==> src/rtl/fir_tap_sequencer_if.sv <==
// Sequencer <-> tap MAC link: accumulator clear, product enable, operand pair and settled result.
// master = sequencer side, slave = MAC side.
interface fir_tap_sequencer_if #(
  parameter int COEF_W = 16,
  parameter int DATA_W = 24,
  parameter int ACC_W  = 32
);
  logic                     tap_acc_clr;
  logic                     tap_data_en;
  logic signed [COEF_W-1:0] tap_coefficients;
  logic signed [DATA_W-1:0] tap_aud_data;
  logic signed [ACC_W-1:0]  tap_result;

  modport master (
    output tap_acc_clr,
    output tap_data_en,
    output tap_coefficients,
    output tap_aud_data,
    input  tap_result
  );

  modport slave (
    input  tap_acc_clr,
    input  tap_data_en,
    input  tap_coefficients,
    input  tap_aud_data,
    output tap_result
  );
endinterface

==> src/rtl/fir_tap_sequencer.sv <==
// FIR tap sequencer: circular delay line + coefficient bank, one MAC convolution per audio sample.
// Define FIR_SAT_EN to clamp the captured result to the signed DATA_W range.
//
// state | meaning
// IDLE  | waiting for audio_en, sample written to delay line on accept
// CLEAR | accumulator clear pulse to the MAC
// RUN   | one coefficient/sample pair per cycle, k = 0..NUM_TAPS-1
// DRAIN | MAC_LAT cycles for the MAC pipeline to settle
// DONE  | fir_data_valid strobe, write pointer advance
module fir_tap_sequencer #(
  parameter int NUM_TAPS = 32,
  parameter int COEF_W   = 16,
  parameter int DATA_W   = 24,
  parameter int ACC_W    = 32,
  parameter int MAC_LAT  = 3
) (
  input  logic                          clk,
  input  logic                          reset_n,
  input  logic                          audio_en,
  input  logic signed [DATA_W-1:0]      aud_data_in,
  input  logic                          coef_wr_en,
  input  logic [$clog2(NUM_TAPS)-1:0]   coef_wr_addr,
  input  logic signed [COEF_W-1:0]      coef_wr_data,
  fir_tap_sequencer_if.master           mac,
  output logic signed [ACC_W-1:0]       fir_data_out,
  output logic                          fir_data_valid,
  output logic                          busy,
  output logic                          overrun
);
  localparam int PTR_W = $clog2(NUM_TAPS);
  localparam int DRN_W = (MAC_LAT > 1) ? $clog2(MAC_LAT) : 1;

  typedef enum logic [2:0] {IDLE, CLEAR, RUN, DRAIN, DONE} state_t;

  state_t                   state_q, state_nxt;
  logic [PTR_W-1:0]         wr_ptr_q;
  logic [PTR_W-1:0]         tap_q, tap_nxt;
  logic [PTR_W-1:0]         rd_idx;
  logic [DRN_W-1:0]         drain_q, drain_nxt;
  logic signed [DATA_W-1:0] delay_mem [NUM_TAPS];
  logic signed [COEF_W-1:0] coef_mem  [NUM_TAPS];
  logic signed [COEF_W-1:0] coef_q;
  logic signed [DATA_W-1:0] aud_q;
  logic signed [ACC_W-1:0]  result_cap;
  logic                     sample_accept;

  assign sample_accept = audio_en && (state_q == IDLE);
  assign rd_idx        = wr_ptr_q - tap_nxt;

  always_comb begin
    state_nxt = state_q;
    tap_nxt   = tap_q;
    drain_nxt = drain_q;
    case (state_q)
      IDLE:  if (audio_en) state_nxt = CLEAR;
      CLEAR: begin
        state_nxt = RUN;
        tap_nxt   = '0;
      end
      RUN: begin
        if (tap_q == PTR_W'(NUM_TAPS - 1)) begin
          state_nxt = DRAIN;
          drain_nxt = DRN_W'(MAC_LAT - 1);
        end else begin
          tap_nxt = tap_q + 1'b1;
        end
      end
      DRAIN: begin
        if (drain_q == '0) state_nxt = DONE;
        else               drain_nxt = drain_q - 1'b1;
      end
      DONE:    state_nxt = IDLE;
      default: state_nxt = IDLE;
    endcase
  end

`ifdef FIR_SAT_EN
  localparam logic signed [ACC_W-1:0] SAT_MAX = {{(ACC_W-DATA_W+1){1'b0}}, {(DATA_W-1){1'b1}}};
  localparam logic signed [ACC_W-1:0] SAT_MIN = {{(ACC_W-DATA_W+1){1'b1}}, {(DATA_W-1){1'b0}}};

  always_comb begin
    result_cap = mac.tap_result;
    if (mac.tap_result > SAT_MAX)      result_cap = SAT_MAX;
    else if (mac.tap_result < SAT_MIN) result_cap = SAT_MIN;
  end
`else
  always_comb begin
    result_cap = mac.tap_result;
  end
`endif

  always_ff @(posedge clk or negedge reset_n) begin
    if (!reset_n) begin
      state_q      <= IDLE;
      tap_q        <= '0;
      drain_q      <= '0;
      wr_ptr_q     <= '0;
      coef_q       <= '0;
      aud_q        <= '0;
      fir_data_out <= '0;
      overrun      <= 1'b0;
    end else begin
      state_q <= state_nxt;
      tap_q   <= tap_nxt;
      drain_q <= drain_nxt;
      overrun <= audio_en && (state_q != IDLE);
      if (state_q == DONE) wr_ptr_q <= wr_ptr_q + 1'b1;
      // operands are loaded on the edge entering each RUN cycle; a coefficient written on that same edge is not yet visible
      if (state_nxt == RUN) begin
        coef_q <= coef_mem[tap_nxt];
        aud_q  <= delay_mem[rd_idx];
      end
      if (state_q == DRAIN && drain_q == '0) fir_data_out <= result_cap;
    end
  end

  always_ff @(posedge clk or negedge reset_n) begin
    if (!reset_n) begin
      for (int i = 0; i < NUM_TAPS; i++) delay_mem[i] <= '0;
    end else if (sample_accept) begin
      delay_mem[wr_ptr_q] <= aud_data_in;
    end
  end

  always_ff @(posedge clk or negedge reset_n) begin
    if (!reset_n) begin
      for (int i = 0; i < NUM_TAPS; i++) coef_mem[i] <= '0;
    end else if (coef_wr_en) begin
      coef_mem[coef_wr_addr] <= coef_wr_data;
    end
  end

  assign mac.tap_acc_clr      = (state_q == CLEAR);
  assign mac.tap_data_en      = (state_q == RUN);
  assign mac.tap_coefficients = coef_q;
  assign mac.tap_aud_data     = aud_q;
  assign fir_data_valid       = (state_q == DONE);
  assign busy                 = (state_q != IDLE);
endmodule

==> src/flat_wrapper.sv <==
// flat-port wrapper written by rule: the top's interface ports become plain ports
module fir_tap_sequencer_flat 
#(
  parameter int NUM_TAPS = 32,
  parameter int COEF_W   = 16,
  parameter int DATA_W   = 24,
  parameter int ACC_W    = 32,
  parameter int MAC_LAT  = 3
)
  (clk, reset_n, audio_en, aud_data_in, coef_wr_en, coef_wr_addr, coef_wr_data, fir_data_out, fir_data_valid, busy, overrun, mac_tap_acc_clr, mac_tap_data_en, mac_tap_coefficients, mac_tap_aud_data, mac_tap_result);
  fir_tap_sequencer_if #(.COEF_W(COEF_W), .DATA_W(DATA_W), .ACC_W(ACC_W)) mac_i ();
  input  logic clk;
  input  logic reset_n;
  input  logic audio_en;
  input  logic signed [DATA_W-1:0] aud_data_in;
  input  logic coef_wr_en;
  input  logic [$clog2(NUM_TAPS)-1:0] coef_wr_addr;
  input  logic signed [COEF_W-1:0] coef_wr_data;
  output logic signed [ACC_W-1:0] fir_data_out;
  output logic fir_data_valid;
  output logic busy;
  output logic overrun;
  output wire logic [$bits(mac_i.tap_acc_clr)-1:0] mac_tap_acc_clr;
  output wire logic [$bits(mac_i.tap_data_en)-1:0] mac_tap_data_en;
  output wire logic [$bits(mac_i.tap_coefficients)-1:0] mac_tap_coefficients;
  output wire logic [$bits(mac_i.tap_aud_data)-1:0] mac_tap_aud_data;
  input wire logic [$bits(mac_i.tap_result)-1:0] mac_tap_result;
  assign mac_tap_acc_clr = mac_i.tap_acc_clr;
  assign mac_tap_data_en = mac_i.tap_data_en;
  assign mac_tap_coefficients = mac_i.tap_coefficients;
  assign mac_tap_aud_data = mac_i.tap_aud_data;
  assign mac_i.tap_result = mac_tap_result;
  fir_tap_sequencer #(.NUM_TAPS(NUM_TAPS), .COEF_W(COEF_W), .DATA_W(DATA_W), .ACC_W(ACC_W), .MAC_LAT(MAC_LAT)) u_core (.clk(clk), .reset_n(reset_n), .audio_en(audio_en), .aud_data_in(aud_data_in), .coef_wr_en(coef_wr_en), .coef_wr_addr(coef_wr_addr), .coef_wr_data(coef_wr_data), .mac(mac_i), .fir_data_out(fir_data_out), .fir_data_valid(fir_data_valid), .busy(busy), .overrun(overrun));
endmodule
==> config.mk <==
export PLATFORM = sky130hd
export DESIGN_NAME = fir_tap_sequencer_flat
export DESIGN_NICKNAME = d
export VERILOG_FILES = /design/src/rtl/fir_tap_sequencer_if.sv /design/src/rtl/fir_tap_sequencer.sv /design/src/flat_wrapper.sv
export SDC_FILE = /design/constraint.sdc
export NUM_CORES = 2
export LEC_CHECK = 0
export BUFFER_PORTS_ARGS = -buffer_cell sky130_fd_sc_hd__buf_2
export CAP_MARGIN = 30
export CORE_UTILIZATION = 23
export DETAILED_ROUTE_END_ITERATION = 6
export PLACE_DENSITY = 0.48
export SLEW_MARGIN = 20
export SYNTH_ARGS = -nofsm -noshare
export SYNTH_HDL_FRONTEND = slang
export SYNTH_SLANG_ARGS = --single-unit
==> constraint.sdc <==
create_clock -name clk -period 5.9 [get_ports clk]
set_clock_uncertainty 0.05 [all_clocks]
set_input_delay 1.18 -clock clk [delete_from_list [all_inputs] [get_ports clk]]
set_output_delay 1.18 -clock clk [all_outputs]
set_load 0.01 [all_outputs]
### Yosys cells after proc, flatten, opt, wreduce, memory -nomap -nowiden

Index checks and enable logic that the tools add are counted.

* output and inout bits: 77
* word-level logic and storage cells: 125
* register bits after elaboration: 1368
* bits of input ports: 81

* reductions and logical operators: 10
* bitwise operators: 4
* $add $sub $neg: 4
* mux-type cells: 21
* equality and inequality tests: 8
* $lt $le $gt $ge: 6

Operators with widths (number)
* bitwise mux 768 bit: 1
* bitwise mux 512 bit: 1
* binary-select mux 24 bit (select 5 bit): 1
* demux 24 bit (select 5 bit): 1
* binary-select mux 16 bit (select 5 bit): 1
* demux 16 bit (select 5 bit): 1
* 2-to-1 mux 24 bit: 3
* 2-to-1 mux 16 bit: 3
* greater-or-equal comparator 6 bit, second input constant: 4
* NOT 5 -> 6 bit: 4
* < comparator 6 x 1 -> 1 bit, second input constant: 2
* case mux 3 bit (4 select lines): 1
* adder 5 x 1 -> 5 bit, second input constant: 2
* case mux 5 bit (2 select lines): 1
* equality test 3 x 2 -> 1 bit, second input constant: 3
* 2-to-1 mux 3 bit: 3
* equality test 5 bit, second input constant: 1
* logical AND 1 bit: 5
* 2-to-1 mux 5 bit: 1
* subtractor 5 bit: 1
* 2-to-1 mux 2 bit: 2
* case mux 2 bit (2 select lines): 1
* equality test 3 x 1 -> 1 bit, second input constant: 1
* equality test 3 bit, second input constant: 1
* other kinds (8): 8

### Depth between registers and ports, before layout

* depth in word-level cells: 8
* depth in mapped cells: 20

### Worst setup path after synthesis

OpenSTA, ideal clock, no wires.

* path kind: register to register
* start: reg u_core.state_q[0]
* end: reg u_core.aud_q[0], in the netlist u_core.mac.tap_aud_data[0]
* setup slack: 1.323 ns
* period minus slack after synthesis: 4.577 ns
* path buffers: 7
* data arrival time: 4.405 ns
* cell stages (with the launch flop): 19
* required time: 5.728 ns
* setup time: 0.122 ns
* path through: dfrtp_1 > buf_2 > or3b_4 > or3_4 > and2_1 > buf_6 > inv_6 > buf_4 > buf_4 > ha_1 > inv_1 > fa_1 > clkbuf_1 > clkbuf_1 > clkbuf_1 > mux4_2 > mux2_2 > o22ai_1 > nor3_1

* longest elaborated chain between the ends: 7

Ends and longest elaborated chain
* from (decl): line fir_tap_sequencer.sv:35 `state_t state_q, state_nxt;`
* from (signal assigned): line fir_tap_sequencer.sv:103 `state_q <= state_nxt;`
* equality test 3 x 2 -> 1 bit / equality test 3 x 1 -> 1 bit (equally long branches): line fir_tap_sequencer.sv:54 `case (state_q)`
* case mux 5 bit (2 select lines) *: line fir_tap_sequencer.sv:54
* net u_core.tap_nxt[0]: line fir_tap_sequencer.sv:37 `logic [PTR_W-1:0] tap_q, tap_nxt;`
* subtractor 5 bit *: line fir_tap_sequencer.sv:48 `assign rd_idx = wr_ptr_q - tap_nxt;`
* NOT 5 -> 6 bit (implied by the code) *: line fir_tap_sequencer.sv:111 `aud_q <= delay_mem[rd_idx];`
* binary-select mux 24 bit (select 5 bit) *: line fir_tap_sequencer.sv:111
* 2-to-1 mux 24 bit (implied by the code) * (2 in series): line fir_tap_sequencer.sv:111
* to (signal assigned): line fir_tap_sequencer.sv:111
* to (decl): line fir_tap_sequencer.sv:43 `logic signed [DATA_W-1:0] aud_q;`

Mark *: on every way through the listed nets, which the timed path passes. The rest lies on a longest branch. The select of a mux whose other input is x is not followed.
A chain may end at the register's enable or synchronous reset.

### Worst setup path after layout

* start: reg u_core.state_q[0]
* end: reg u_core.aud_q[21], in the netlist u_core.mac.tap_aud_data[21]

* longest elaborated chain between the ends: 7

Ends and longest elaborated chain (line)
* equality test 3 x 2 -> 1 bit / equality test 3 x 1 -> 1 bit (equally long branches): fir_tap_sequencer.sv:54
* case mux 5 bit (2 select lines): fir_tap_sequencer.sv:54
* subtractor 5 bit: fir_tap_sequencer.sv:48
* NOT 5 -> 6 bit (implied by the code): fir_tap_sequencer.sv:111
* binary-select mux 24 bit (select 5 bit): fir_tap_sequencer.sv:111
* 2-to-1 mux 24 bit (implied by the code) (2 in series): fir_tap_sequencer.sv:111

Parallel ways exist; a longest one is shown, timed or not. The select of a mux whose other input is x is not followed.

==> reports/qor.txt <==
Worst-skew pair later-pin latency: 0.81 ns
GPL Wtd Cong: 0.741
Fin crit share: 0.844
1st-iter DRT viols: 2408
Syn Inst Count: 4518
Initial antenna violation count: 10
H-tree depth: 4
Final Hold Viols: 0
Post-synth EDFFs: 0
Lkg Pwr: 33.7 nW
MaxCap Viol Count: 0
Min-delay worst type: in2async
Nets@finish: 4622
RR Endpoint: u_core.mac.tap_aud_data[21]$_DFFE_PN0N_
Ys flop type: dfrtp_1
Distinct cells, synth: 60
Min Tclk post-route: 4.98 ns
Die width: 523 um
CTS tree: done
VDD IR max: 0.000768 V
RSZ-0062 raised after global routing: false
Register area share after synthesis: 0.549
Antenna violation net count after detailed routing: 0
CTS Hold Buffers Added: 0
Syn Std Cell Area: 62300 um2
Yosys top cell area share: 0.549
DR WL/cell: 21.9 um
Max Fclk: 201 MHz
Chip height: 523 um
Filler instances: 27540
Residual DRC: 0
CORE AREA: 269000 um2
Yosys warnings: 0
Via/cell ratio: 4.69
Seq cells post-synth: 1368
Cell accounting for the most synthesized area: dfrtp_1
Worst slew margin: 0.318
CP Data Arrival Time: 5.60 ns
Die area: 273000 um2
# rows: 190
Ys async rst share: 1.00
CP max stage delay: 0.87 ns
Area growth from synthesis to layout: 16.0%
Crit. Startpoint: u_core.state_q[0]$_DFF_PN0_
I/O pin count: 158
# port buffers: 157
Final setup fails: 0
Crit-path max FO: 42
CTS Buffer Depth: 4
All-Layer GR Usage: 0.130
Most common library cells after synthesis: 1368 x dfrtp_1, 1330 x mux2_2, 340 x clkbuf_1
Top post-synthesis cells by area: dfrtp_1 55%, mux2_2 24%, mux4_2 6.9%, clkbuf_1 2.0%, a211oi_1 1.9%
Max Slew Vio Count: 0
Number of setup buffers added after CTS: 0
WL final: 180000 um
Root Driver: clkbuf_16
First-pass GRT wire length: 271000 um
Post-synth net total: 4609
Via Count: 38416
Pwr per Cell Area: 512 nW/um2
Worst EP required: 6.52 ns
Post-CTS Resized: 0
Final core utilization: 0.269
FF-to-FF path depth: 13
Initial Util: 0.232
Largest net degree at the start of global routing: 160
Most frequent cell after synthesis: dfrtp_1
Worst reg2reg setup slack: 0.92 ns
Area occupied by multi-input gates: 26400 um2
CTS sink count: 1368
Clk slew on worst S/H paths: 0.06 ns
Crit path launch type: register
Slowest cell on the critical path: fa_4
Worst setup EP type: register
Vias in the first global route: 40024
HPWL after DPL: 104000 um
Clock buffer count from CTS: 161
Slew @ Worst Pin: 1.01 ns
Crit path kind: reg2reg
Register area: 34200 um2
Status: finished clean
Mean cell area of the mapped netlist: 13.8 um2
Crit path cell chain: or3b_4, or3_4, and2_4, inv_8, ha_4, inv_1, fa_4, buf_12, buf_4, mux4_2, mux2_2, o22ai_1, nor3_1
Worst reg2reg path startpoint: u_core.state_q[0]$_DFF_PN0_
Post-Route Setup TNS: 0 ns
Share of layout cells above drive strength 1: 0.443
First-pass iteration count of the detailed router: 5
GRT Residual Overflow: 0
==> layer usage <==
layer,track usage,part of all wire
met4,0.0344,0.023
met3,0.0203,0.040
met1,0.188,0.48
met5,0,0.00046
met2,0.201,0.45
==> layout by cell type (no fill, tap or decap), types with 34 or more instances in the layout <==
cell / Yosys / routed
a211oi_1: 160 / 160
a21oi_1: 111 / 109
a22oi_1: 64 / 64
a31oi_1: 49 / 49
and3_1: 147 / 147
buf_2: 53 / 156
buf_4: 14 / 86
clkbuf_1: 340 / 45
clkbuf_16: 0 / 167
dfrtp_1: 1368 / 1368
mux2_2: 1330 / 1330
mux2i_1: 34 / 34
mux4_2: 192 / 192
nand2_1: 301 / 291
nand3_1: 53 / 52
nor2_1: 49 / 47
nor3_1: 46 / 45
==> report_power, final <==
| part | switching (mW) | leakage, nW | internal [mW] |
|---|---|---|---|
| clock | 4.00 | 2.53 | 5.96 |
| combinational | 10.1 | 12.9 | 5.60 |
| sequential | 0.790 | 18.3 | 10.6 |
==> worst max-delay path: cells and delay by family (launching register included) <==
kind | cells | cell delay [ns]
simple gates | 4 | 1.16
fa+ha+maj | 2 | 1.04
flops | 1 | 0.47
mux | 2 | 0.65
compound gates | 1 | 0.47
buf+inv | 4 | 0.97
==> cell families after synthesis <==
group	after synthesis	synth area share
compound gates	492	0.0534
simple gates	648	0.0498
mux	1556	0.315
fa+ha+maj	10	0.00213
xor+xnor	7	0.000984
flops	1368	0.549
buf+inv	437	0.0292
==> metrics by stage <==
step / cell area [um2] / setup WS, ns / power [mW] / hold slack [ns] / cells
6_report: 72300 / 0.923 / 37.0 / 0.254 / 8194
5_1_grt: 72300 / 0.722 / 39.0 / 0.280 / 8189
4_1_cts: 72200 / 0.977 / 37.5 / 0.301 / 8186
3_5_place_dp: 67100 / 0.949 / 27.4 / 0.408 / 7917
3_3_place_gp: 66900 / 1.00 / 27.2 / 0.402 / 7910
2_1_floorplan: 62300 / 1.32 / 21.5 / 0.421 / 4518
==> worst max-delay path by stage <==
stage	to	slack, ns
after detailed placement	u_core.mac.tap_aud_data[21]$_DFFE_PN0N_	0.95
after CTS	u_core.mac.tap_aud_data[21]$_DFFE_PN0N_	0.98
after global placement	u_core.mac.tap_aud_data[21]$_DFFE_PN0N_	1.00
final	u_core.mac.tap_aud_data[21]$_DFFE_PN0N_	0.92
after floorplan	u_core.mac.tap_aud_data[0]$_DFFE_PN0N_	1.32
after global routing	u_core.mac.tap_aud_data[1]$_DFFE_PN0N_	0.72
==> layout make-up <==
type                       instances  area share
tap                             3552      0.0615
multi-input combinational       2713       0.365
clock buffer                     241      0.0657
antenna                            5    0.000173
inverter                          15    0.000952
sequential                      1368       0.474
clock inverter                    28     0.00561
timing repair buffer             272      0.0274
==> state kept, by name, summed over array words and instances, names as in the netlist, named ones only <==
name,flops
u_core.delay_mem,768
u_core.coef_mem,512
u_core.fir_data_out,32
u_core.mac.tap_aud_data,24
u_core.mac.tap_coefficients,16
u_core.wr_ptr_q,5
u_core.tap_q,4
u_core.state_q,3
u_core.drain_q,2
u_core.overrun,1
Note: power is estimated with default switching activity, not from simulation.
